<file path="config.mk">
export PLATFORM = sky130hd
export DESIGN_NAME = cdbus_csr_arbiter
export DESIGN_NICKNAME = d
export VERILOG_FILES = /design/src/rtl/cdbus_arb_pkg.sv /design/src/rtl/cdbus_rr_pick.sv /design/src/rtl/cdbus_csr_arbiter.sv
export SDC_FILE = /design/constraint.sdc
export NUM_CORES = 1
export LEC_CHECK = 0
export ABC_AREA = 1
export BUFFER_PORTS_ARGS = -buffer_cell sky130_fd_sc_hd__buf_2
export CAP_MARGIN = 0
export CORE_ASPECT_RATIO = 2
export CORE_MARGIN = 2
export CORE_UTILIZATION = 31
export CTS_BUF_LIST = sky130_fd_sc_hd__clkbuf_8
export DETAILED_ROUTE_END_ITERATION = 7
export PLACE_DENSITY = 0.6
export SLEW_MARGIN = 15
export SYNTH_ARGS = -nofsm -noshare
export SYNTH_HDL_FRONTEND = slang
export SYNTH_SLANG_ARGS = --single-unit
</file>
<file path="constraint.sdc">
create_clock -name clk -period 7.5 [get_ports clk]
set_input_delay 1.5 -clock clk [delete_from_list [all_inputs] [get_ports clk]]
set_output_delay 1.5 -clock clk [all_outputs]
set_load 0.05 [all_outputs]
</file>
<file path="src/rtl/cdbus_arb_pkg.sv">
// cdbus_arb_pkg: shared widths and FSM state type
// for the cdbus CSR port arbiter.
package cdbus_arb_pkg;

  localparam int CDBUS_CSR_ADDR_W = 5;
  localparam int CDBUS_CSR_DATA_W = 8;

  typedef enum logic [1:0] {
    IDLE,
    ISSUE,
    WAIT
  } arb_state_t;

endpackage

</file>
<file path="src/rtl/cdbus_rr_pick.sv">
// cdbus_rr_pick: combinational round-robin picker,
// searching last+1, last+2, ... mod N_REQ.
module cdbus_rr_pick #(
  parameter int N_REQ = 3,
  parameter int IW    = (N_REQ > 1) ? $clog2(N_REQ) : 1
) (
  input  logic [N_REQ-1:0] elig,
  input  logic [IW-1:0]    last,
  output logic [N_REQ-1:0] grant,
  output logic [IW-1:0]    idx,
  output logic             any
);

  if (N_REQ == 1) begin : g_one
    assign grant = elig;
    assign idx   = '0;
    assign any   = elig[0];
  end else begin : g_rr
    logic [IW:0]   sum;
    logic [IW-1:0] j;

    always_comb begin
      grant = '0;
      idx   = '0;
      any   = 1'b0;
      sum   = '0;
      j     = '0;
      for (int k = 1; k <= N_REQ; k++) begin
        sum = {1'b0, last} + (IW+1)'(k);
        if (sum >= (IW+1)'(N_REQ))
          sum = sum - (IW+1)'(N_REQ);
        j = sum[IW-1:0];
        if (!any && elig[j]) begin
          any      = 1'b1;
          grant[j] = 1'b1;
          idx      = j;
        end
      end
    end
  end

endmodule

</file>
<file path="src/rtl/cdbus_csr_arbiter.sv">
// cdbus_csr_arbiter: round-robin share of one cdbus CSR port.
// Define CDBUS_ARB_LOCK_EN to add the req_lock grant-hold port.
module cdbus_csr_arbiter
  import cdbus_arb_pkg::*;
#(
  parameter int N_REQ    = 3,
  parameter int READ_LAT = 1
) (
  input  logic                    clk,
  input  logic                    reset_n,
  input  logic [N_REQ-1:0]        req_valid,
  output logic [N_REQ-1:0]        req_ready,
  input  logic [N_REQ-1:0]        req_write,
  input  logic [N_REQ*5-1:0]      req_addr,
  input  logic [N_REQ*8-1:0]      req_wdata,
`ifdef CDBUS_ARB_LOCK_EN
  input  logic [N_REQ-1:0]        req_lock,
`endif
  output logic [N_REQ-1:0]        rsp_valid,
  output logic [7:0]              rsp_rdata,
  output logic                    chip_select,
  output logic [4:0]              csr_address,
  output logic                    csr_read,
  output logic                    csr_write,
  output logic [7:0]              csr_writedata,
  input  logic [7:0]              csr_readdata
);

  localparam int IW = (N_REQ > 1) ? $clog2(N_REQ) : 1;
  localparam int AW = CDBUS_CSR_ADDR_W;
  localparam int DW = CDBUS_CSR_DATA_W;

  arb_state_t       state;
  logic [IW-1:0]    last;
  logic [IW-1:0]    owner;
  logic [IW-1:0]    w_idx;
  logic [N_REQ-1:0] elig;
  logic [N_REQ-1:0] w_grant;
  logic             w_any;
  logic             can_take;
  logic             accept;
  logic [1:0]       cnt;
  logic [AW-1:0]    w_addr;
  logic [DW-1:0]    w_wdata;

`ifdef CDBUS_ARB_LOCK_EN
  logic lock_on;

  // while locked only the owner is accepted, so last is the owner
  always_comb begin
    elig = req_valid;
    if (lock_on)
      elig = req_valid & (N_REQ'(1) << last);
  end

  always_ff @(posedge clk or negedge reset_n) begin
    if (!reset_n)
      lock_on <= 1'b0;
    else if (accept)
      lock_on <= req_lock[w_idx];
  end
`else
  assign elig = req_valid;
`endif

  cdbus_rr_pick #(
    .N_REQ (N_REQ),
    .IW    (IW)
  ) u_pick (
    .elig  (elig),
    .last  (last),
    .grant (w_grant),
    .idx   (w_idx),
    .any   (w_any)
  );

  // a write finishes in ISSUE, so the next one may overlap it
  assign can_take  = (state == IDLE) ||
                     (state == ISSUE && csr_write);
  assign accept    = can_take && w_any;
  assign req_ready = accept ? w_grant : '0;
  assign w_addr    = req_addr[int'(w_idx)*AW +: AW];
  assign w_wdata   = req_wdata[int'(w_idx)*DW +: DW];

  always_ff @(posedge clk or negedge reset_n) begin
    if (!reset_n) begin
      state         <= IDLE;
      last          <= IW'(N_REQ-1);
      owner         <= '0;
      cnt           <= '0;
      chip_select   <= 1'b0;
      csr_read      <= 1'b0;
      csr_write     <= 1'b0;
      csr_address   <= '0;
      csr_writedata <= '0;
      rsp_valid     <= '0;
      rsp_rdata     <= '0;
    end else begin
      chip_select <= 1'b0;
      csr_read    <= 1'b0;
      csr_write   <= 1'b0;
      rsp_valid   <= '0;
      if (accept) begin
        chip_select   <= 1'b1;
        csr_write     <= req_write[w_idx];
        csr_read      <= !req_write[w_idx];
        csr_address   <= w_addr;
        csr_writedata <= w_wdata;
        last          <= w_idx;
        owner         <= w_idx;
      end
      unique case (state)
        IDLE: begin
          if (accept)
            state <= ISSUE;
        end
        ISSUE: begin
          if (!csr_write) begin
            state <= WAIT;
            cnt   <= 2'(READ_LAT-1);
          end else if (!accept) begin
            state <= IDLE;
          end
        end
        WAIT: begin
          if (cnt == 2'd0) begin
            rsp_valid <= N_REQ'(1) << owner;
            rsp_rdata <= csr_readdata;
            state     <= IDLE;
          end else begin
            cnt <= cnt - 2'd1;
          end
        end
        default: state <= IDLE;
      endcase
    end
  end

endmodule

</file>
## Yosys cells after proc, flatten, opt, wreduce, memory -nomap -nowiden

Index checks and enable logic that the tools add are counted.

- Input bits: 55
- Bits in registers: 35
- Output and inout port bits: 30

- Shift operators: 3
- Order comparisons: 10
- Reductions and logical operators: 17
- Add/sub/neg operators: 7
- Eq/ne operators: 7
- $mul: 1
- Muxes and demuxes: 40
- Bitwise operators: 2

Operator list:

| operator | number |
|---|---|
| $mux W2 | 12 |
| $shiftx A24 B6 Y8 | 1 |
| $mux W3 | 6 |
| $shiftx A15 B6 Y5 | 1 |
| $mux W1 | 13 |
| $lt A2 B3 Y1 const B | 4 |
| $ge A3 B2 Y1 const B | 3 |
| $bmux W1 S2 | 4 |
| $ne A2 B2 Y1 const B | 4 |
| $logic_and A1 B1 Y1 | 7 |
| $add A2 B2 Y3 const B | 2 |
| $demux W1 S2 | 3 |
| $ge A2 B1 Y1 const B | 3 |
| $or A3 B3 Y3 | 2 |
| $pmux W2 S3 | 1 |
| $reduce_and A3 Y1 | 2 |
| $sub A2 B2 Y2 const B | 3 |
| $mul A2 B3 Y5 const B | 1 |
| $logic_not A2 Y1 | 2 |
| $pmux W2 S2 | 1 |
| $add A2 B1 Y3 const B | 1 |
| $logic_not A1 Y1 | 3 |
| $ne A3 B3 Y1 const B | 1 |
| $shl A1 B2 Y3 const A | 1 |
| 6 further kinds | 6 |

## Logic depth before layout (Yosys ltp)

Gate-level depths: netlist of the first run.

- Word-level depth: 16
- Depth in mapped cells: 16
- Gate-level depth less buffers: 15

## By module

From an unflattened synthesis of the first run, not the netlist that was laid out.

- Cell total of the unflattened synthesis: 309
- Area, all modules: 2202.1 um2

Modules (own cells, without submodules):

| module | area an instance (um2) | cells an instance | sequential area each (um2) | times used |
|---|---|---|---|---|
| cdbus_csr_arbiter | 1808.0 | 251 | 852.1 | 1 |
| cdbus_rr_pick | 394.1 | 58 | 0.0 | 1 |

## Worst setup path after synthesis of the first run

OpenSTA, ideal clock, no wires.

- Kind: input port to output port
- Start point: input req_valid[2]
- End point: output req_ready[1]
- Path slack: 2909 ps
- Required time: 6000 ps
- Path buffers: 1
- Stages on the path: 9
- Data arrival time: 3091 ps
- Path through: inv_1 o21ai_1 nand2_2 nand2_4 inv_2 a21boi_4 inv_2 buf_6 a21oi_1

- Cells in the longest elaborated chain, start to end: 11
- Elaborated cells between the ends (all ways): 20
- Those cells by class: mux (13); bitwise (2); reduce/logical (5)

Ends and longest elaborated chain:

| item | RTL line | RTL |
|---|---|---|
| start, declared | cdbus_csr_arbiter.sv:11 | `input logic [N_REQ-1:0] req_valid,` |
| $bmux W1 S2 | cdbus_rr_pick.sv:33 | `if (!any && elig[j]) begin` |
| $mux W1 (not written as such) | cdbus_rr_pick.sv:33 |  |
| $mux W1 | cdbus_rr_pick.sv:33 |  |
| $logic_not A1 Y1 | cdbus_rr_pick.sv:33 |  |
| $logic_and A1 B1 Y1 | cdbus_rr_pick.sv:33 |  |
| $mux W1 | cdbus_rr_pick.sv:33 |  |
| $logic_not A1 Y1 | cdbus_rr_pick.sv:33 |  |
| $logic_and A1 B1 Y1 | cdbus_rr_pick.sv:33 |  |
| $mux W1 | cdbus_rr_pick.sv:33 |  |
| $logic_and A1 B1 Y1 | cdbus_csr_arbiter.sv:80 | `assign accept = can_take && w_any;` |
| $mux W3 * | cdbus_csr_arbiter.sv:81 | `assign req_ready = accept ? w_grant : '0;` |
| end, declared | cdbus_csr_arbiter.sv:12 | `output logic [N_REQ-1:0] req_ready,` |

Every way passes the cells marked *; elsewhere a longest branch is shown, timed or not. The select of a mux whose other input is x is not followed.

## Worst setup path in the final report of the first run

Same ends and word-level chain as after synthesis.

==> impl_metrics.env, run 1 <==
export IMPL_status="completed"
export IMPL_fillers=720
export IMPL_clock_root_buffer="clkbuf_8"
export IMPL_grt_pass1_vias=1927
export IMPL_maxCapViolations=0
export IMPL_ys_ff_latch=34
export IMPL_final_area_um2=2710
export IMPL_syn_mean_instance_area_um2=8.35
export IMPL_cts_repair_resized=0
export IMPL_die_y_um=122
export IMPL_ant_nets=0
export IMPL_drc=0
export IMPL_cts_tree="built"
export IMPL_syn2layout_area_growth_pct=26.3
export IMPL_io_buffer_count=84
export IMPL_slowest_delay_ns=0.39
export IMPL_rsz0062_at_grt="false"
export IMPL_start_util=0.322
export IMPL_num_antenna_cells=0
export IMPL_hold_buffers=0
export IMPL_dpl_worst_slack_ns=2.69
export IMPL_yosys_cell_types_count=32
export IMPL_clock_sinks=34
export IMPL_yosys_top_cells_area="dfrtp_1 38%, nand2_1 8.7%, inv_1 6.5%, nand3_1 6.3%, mux2_2 4.2%"
export IMPL_yosys_area_top_type="dfrtp_1"
export IMPL_seq_area_um2=852
export IMPL_worstPathCellList="buf_2, nand2_2, nand2_1, nand2_4, nand2_4, inv_2, a21boi_4, inv_2, a21oi_1, buf_2"
export IMPL_grt_ovfl_total=0
export IMPL_postLayoutSetupSlackWorst_ns=2.71
export IMPL_syn_inst=257
export IMPL_dr_pass1_iters=4
export IMPL_whs_path_depth=1
export IMPL_fmax_mhz=209
export IMPL_drt_wl_total_um=5450
export IMPL_report_final_setup_viol=0
export IMPL_cp_top_family="buffers and inverters"
export IMPL_crit_fanout=21
export IMPL_min_delay_start="owner[1]"
export IMPL_grt_antenna_before_repair=0
export IMPL_hpwl_um=4520
export IMPL_htreeDepth=2
export IMPL_cp_buffers_inverters=4
export IMPL_min_path_type="reg -> reg"
export IMPL_start_kind="primary input"
export IMPL_worstPathArrival_ns=3.29
export IMPL_ys_seq_area_frac=0.397
export IMPL_slowest_stage="a21boi_4"
export IMPL_clk_latency_ns=0.28
export IMPL_yosys_warnings=0
export IMPL_reg2regPathDepth=12
export IMPL_first_iter_violations=34
export IMPL_die_area_um2=7640
export IMPL_core_area_um2=6670
export IMPL_post_dp_cell_area_um2=2600
export IMPL_slew_violations=0
export IMPL_post_cts_buffers=0
export IMPL_nets=401
export IMPL_reg2reg_slack_ns=4.54
export IMPL_multi_input_area_um2=1050
export IMPL_fin_setup_tns_ns=0
export IMPL_min_delay_worst_endpoint="rsp_valid[0]"
export IMPL_required_ns=6.00
export IMPL_core_rowCount=42
export IMPL_clkTransAtPathRegs_ns=0.07
export IMPL_grt_usage=0.146
export IMPL_finClkSkew_ns=0.00655
export IMPL_reg2reg_to="csr_address[1]"
export IMPL_synth_area_um2=2150
export IMPL_slew_headroom=0.501
export IMPL_wl_per_cell_um=12.7
export IMPL_timing_final_crit_share=0.639
export IMPL_final_hold_viol_count=0
export IMPL_avgViaCountPerCell=4.52
export IMPL_criticalPathCategory="in -> out"
export IMPL_timing_critical_path_to_type="primary output"
export IMPL_gp_congestion=0.795
export IMPL_yosysTopAreaCellShare=0.385
export IMPL_cts_buffers=5
export IMPL_synth_nets=319
export IMPL_layout_drive_gt1_share=0.409
export IMPL_vias=1933
export IMPL_grt_max_degree=35
export IMPL_ioPinCount=85
export IMPL_die_w_um=62.8
export IMPL_worst_pin_slew_ns=0.749
export IMPL_clockBufferDepth=2
export IMPL_grt_pass1_wl_um=8670
export IMPL_r2r_start="last[0]"
export IMPL_period_needed_ns=4.79
==> cell type report <==
class | instances | share of cell area
inverter | 42 | 0.0591
timing repair buffer | 84 | 0.155
clock buffer | 5 | 0.0254
tap | 88 | 0.0406
clock inverter | 3 | 0.0166
sequential | 34 | 0.314
multi-input combinational | 172 | 0.389
==> stage by stage <==
step           utilization  hold WS, ns  std cells
6_report             0.406        0.459        428
5_1_grt              0.406        0.493        428
4_1_cts              0.406        0.457        428
3_5_place_dp         0.389        0.448        420
3_3_place_gp         0.389        0.445        420
2_1_floorplan            -        0.432        257
==> cell usage after synthesis, drive strengths merged <==
cell / count
a21boi: 4
a21oi: 27
a221oi: 1
buf: 8
clkbuf: 1
dfrtp: 33
dfstp: 1
ha: 7
inv: 42
mux2: 8
nand2: 61
nand3: 29
nor2: 23
nor3: 3
o211ai: 5
o21ai: 3
o22ai: 1
==> worst register-to-register path: stages, from the launching register on <==
cell      delay [ns]
dfrtp_1         0.48
inv_1           0.19
ha_1            0.58
nand2_2         0.12
nand2_1         0.14
nand2_4         0.08
nand2_4         0.08
inv_2           0.06
a21boi_4        0.39
inv_2           0.34
nor2_8          0.28
o211ai_2        0.12
nand2_1         0.07
==> logic make-up (layout without fill, tap and decap cells) <==
family	after synthesis	count (layout)	synth area share
compound gates	41	41	0.143
fa+ha+maj	7	7	0.0408
buf+inv	51	134	0.112
flops	34	34	0.397
mux	8	8	0.0420
simple gates	116	116	0.265
==> placed cells by master (no fill, tap or decap), types with 2 or more instances in the layout <==
cell type    n
clkbuf_8     5
nor2_1      19
nand2_2      7
a21oi_1     17
inv_1       37
nand3_1     27
dfrtp_1     33
o21ai_0      2
a21boi_0     2
nor2_2       2
clkinvlp_4   2
o211ai_2     5
mux2_2       8
buf_2       84
ha_1         7
a21oi_2     10
nor3_1       3
inv_2        4
nand2_4      4
nand2_1     50
==> layer usage <==
metal | vias to the layer above | routed length (um) | GRT usage
li1 | 980 | - | -
met1 | 897 | 1800 | 0.135
met2 | 46 | 3360 | 0.300
met3 | 10 | 149 | 0.0175
met4 | 0 | 140 | 0.0736
met5 | - | 0 | 0
==> worst max path at each step <==
stage	depth (start not counted)	slack [ns]	end	startpoint
6_report	10	2.71	req_ready[1]	req_valid[2]
5_1_grt	11	2.51	req_ready[1]	last[0]
4_1_cts	10	2.70	req_ready[1]	req_valid[2]
3_5_place_dp	10	2.69	req_ready[1]	req_valid[2]
3_3_place_gp	10	2.77	req_ready[2]	req_valid[2]
2_1_floorplan	9	2.91	req_ready[1]	req_valid[2]
==> sequential cells by signal, summed over array words and instances (netlist names), 2 cells and up <==
name           flops
csr_writedata      8
rsp_rdata          8
csr_address        5
rsp_valid          3
cnt                2
last               2
state              2
Power of run 1 is left out: the tool's default activity adds up to more than one toggle a clock period on the data nets, which glitch-free logic cannot reach.
==> run 2: changes to the inputs <==
--- a/config.mk
+++ b/config.mk
@@ -13,7 +13,7 @@
 export CORE_UTILIZATION = 31
 export CTS_BUF_LIST = sky130_fd_sc_hd__clkbuf_8
 export DETAILED_ROUTE_END_ITERATION = 7
-export PLACE_DENSITY = 0.6
+export PLACE_DENSITY = 0.62
 export SLEW_MARGIN = 15
 export SYNTH_ARGS = -nofsm -noshare
 export SYNTH_HDL_FRONTEND = slang
==> constraint.sdc (replaced) <==
create_clock -name clk -period 4.2 [get_ports clk]
set_input_delay 0.84 -clock clk [delete_from_list [all_inputs] [get_ports clk]]
set_output_delay 0.84 -clock clk [all_outputs]
set_load 0.05 [all_outputs]
==> impl_metrics.env, run 2 (synthesis gave the netlist of run 1 again) <==
export IMPL_status="completed"
export IMPL_cp_top_family="buffers and inverters"
export IMPL_drt_wl_total_um=5400
export IMPL_worst_pin_slew_ns=0.738
export IMPL_reg2regPathDepth=13
export IMPL_slew_violations=0
export IMPL_drc=0
export IMPL_hold_buffers=0
export IMPL_period_needed_ns=3.60
export IMPL_final_cell_mix="84 x buf_2, 50 x nand2_1, 37 x inv_1"
export IMPL_vias=1956
export IMPL_stdcell_count=430
export IMPL_clock_root_buffer="clkbuf_8"
export IMPL_die_area_um2=7640
export IMPL_reg2reg_to="csr_read"
export IMPL_fin_setup_tns_ns=0
export IMPL_clock_sinks=34
export IMPL_ioPinCount=85
export IMPL_reg2reg_slack_ns=1.29
export IMPL_finClkSkew_ns=0.00852
export IMPL_dpl_worst_slack_ns=0.883
export IMPL_cts_tree="built"
export IMPL_post_cts_buffers=0
export IMPL_grt_antenna_before_repair=0
export IMPL_min_delay_start="owner[1]"
export IMPL_grt_ovfl_total=0
export IMPL_cp_buffers_inverters=5
export IMPL_topRoutingLayerUsed="met4"
export IMPL_avgViaCountPerCell=4.55
export IMPL_clkTransAtPathRegs_ns=0.07
export IMPL_final_hold_viol_count=0
export IMPL_worstPathCellList="inv_1, ha_1, nand2_1, inv_2, nor2_2, nand2_2, nand3_4, a21boi_4, buf_4, inv_2, a21oi_1, buf_2"
export IMPL_start_kind="register"
export IMPL_min_path_type="reg -> reg"
export IMPL_wl_met3_um=169
export IMPL_grt_max_degree=35
export IMPL_grt_usage=0.146
export IMPL_clk_latency_ns=0.29
export IMPL_crit_fanout=17
export IMPL_hpwl_um=4430
export IMPL_dr_pass1_iters=4
export IMPL_postLayoutSetupSlackWorst_ns=0.600
export IMPL_start_util=0.322
export IMPL_whs_path_depth=1
export IMPL_layout_drive_gt1_share=0.412
export IMPL_mostFrequentLayoutCell="buf_2"
export IMPL_cts_repair_resized=0
export IMPL_clockBufferDepth=2
export IMPL_required_ns=3.36
export IMPL_slew_headroom=0.508
export IMPL_nets=403
export IMPL_num_antenna_cells=0
export IMPL_timing_critical_path_to_type="primary output"
export IMPL_die_y_um=122
export IMPL_slowest_delay_ns=0.56
export IMPL_cts_buffers=5
export IMPL_crit_start="last[0]"
export IMPL_reg_top3="csr_writedata (8), rsp_rdata (8), csr_address (5)"
export IMPL_fillers=717
export IMPL_fmax_mhz=278
export IMPL_grt_pass1_wl_um=8750
export IMPL_rsz0062_at_grt="false"
export IMPL_io_buffer_count=84
export IMPL_setup_worst_path_end="req_ready[1]"
export IMPL_gp_congestion=0.813
export IMPL_maxCapViolations=0
export IMPL_core_rowCount=42
export IMPL_worstPathArrival_ns=2.76
export IMPL_r2r_start="last[0]"
export IMPL_wl_per_cell_um=12.5
export IMPL_grt_pass1_vias=1876
export IMPL_core_area_um2=6670
export IMPL_timing_final_crit_share=0.857
export IMPL_syn2layout_area_growth_pct=28.1
export IMPL_place_inst=422
export IMPL_report_final_setup_viol=0
export IMPL_met2_wirelength_um=3120
export IMPL_crit_top_cell="inv_2"
export IMPL_criticalPathCategory="reg -> out"
export IMPL_die_w_um=62.8
export IMPL_first_iter_violations=48
export IMPL_htreeDepth=2
export IMPL_wl_met1_um=1870
export IMPL_cp_num_cells=12
export IMPL_slowest_stage="ha_1"
export IMPL_ant_nets=0
run 2: cell count changes in the layout (fill, tap and decap cells not counted):
cell and change:
clkinvlp_4 -2, clkinv_4 +1, buf_4 +2, bufinv_16 +1
run 2: worst min path at each step:
stage,to,slack [ns]
3_3_place_gp,rsp_valid[0],0.45
2_1_floorplan,rsp_valid[0],0.43
4_1_cts,rsp_valid[0],0.46
6_report,rsp_valid[0],0.46
3_5_place_dp,rsp_valid[0],0.45
5_1_grt,rsp_valid[0],0.49
run 2: layout make-up:
class | instances | area, um^2 | share of cell area
clock inverter | 3 | 68.8 | 0.0250
clock buffer | 5 | 68.8 | 0.0250
multi-input combinational | 172 | 1050 | 0.383
sequential | 34 | 852 | 0.310
inverter | 42 | 160 | 0.0583
tap | 88 | 110 | 0.0401
timing repair buffer | 86 | 435 | 0.158
run 2: metrics by stage:
stage	util	hold WS (ns)	instance area, um^2
floorplan	-	0.432	2150
global placement	0.391	0.455	2610
detailed placement	0.391	0.454	2610
CTS	0.412	0.464	2750
global route	0.412	0.495	2750
finish	0.412	0.464	2750
run 2: routing by layer:
metal / GRT usage / vias up
met2: 0.291 / 51
met5: 0 / -
met4: 0.0806 / 0
met3: 0.0194 / 16
li1: - / 983
met1: 0.141 / 906
Power of run 2 is left out for the same reason.
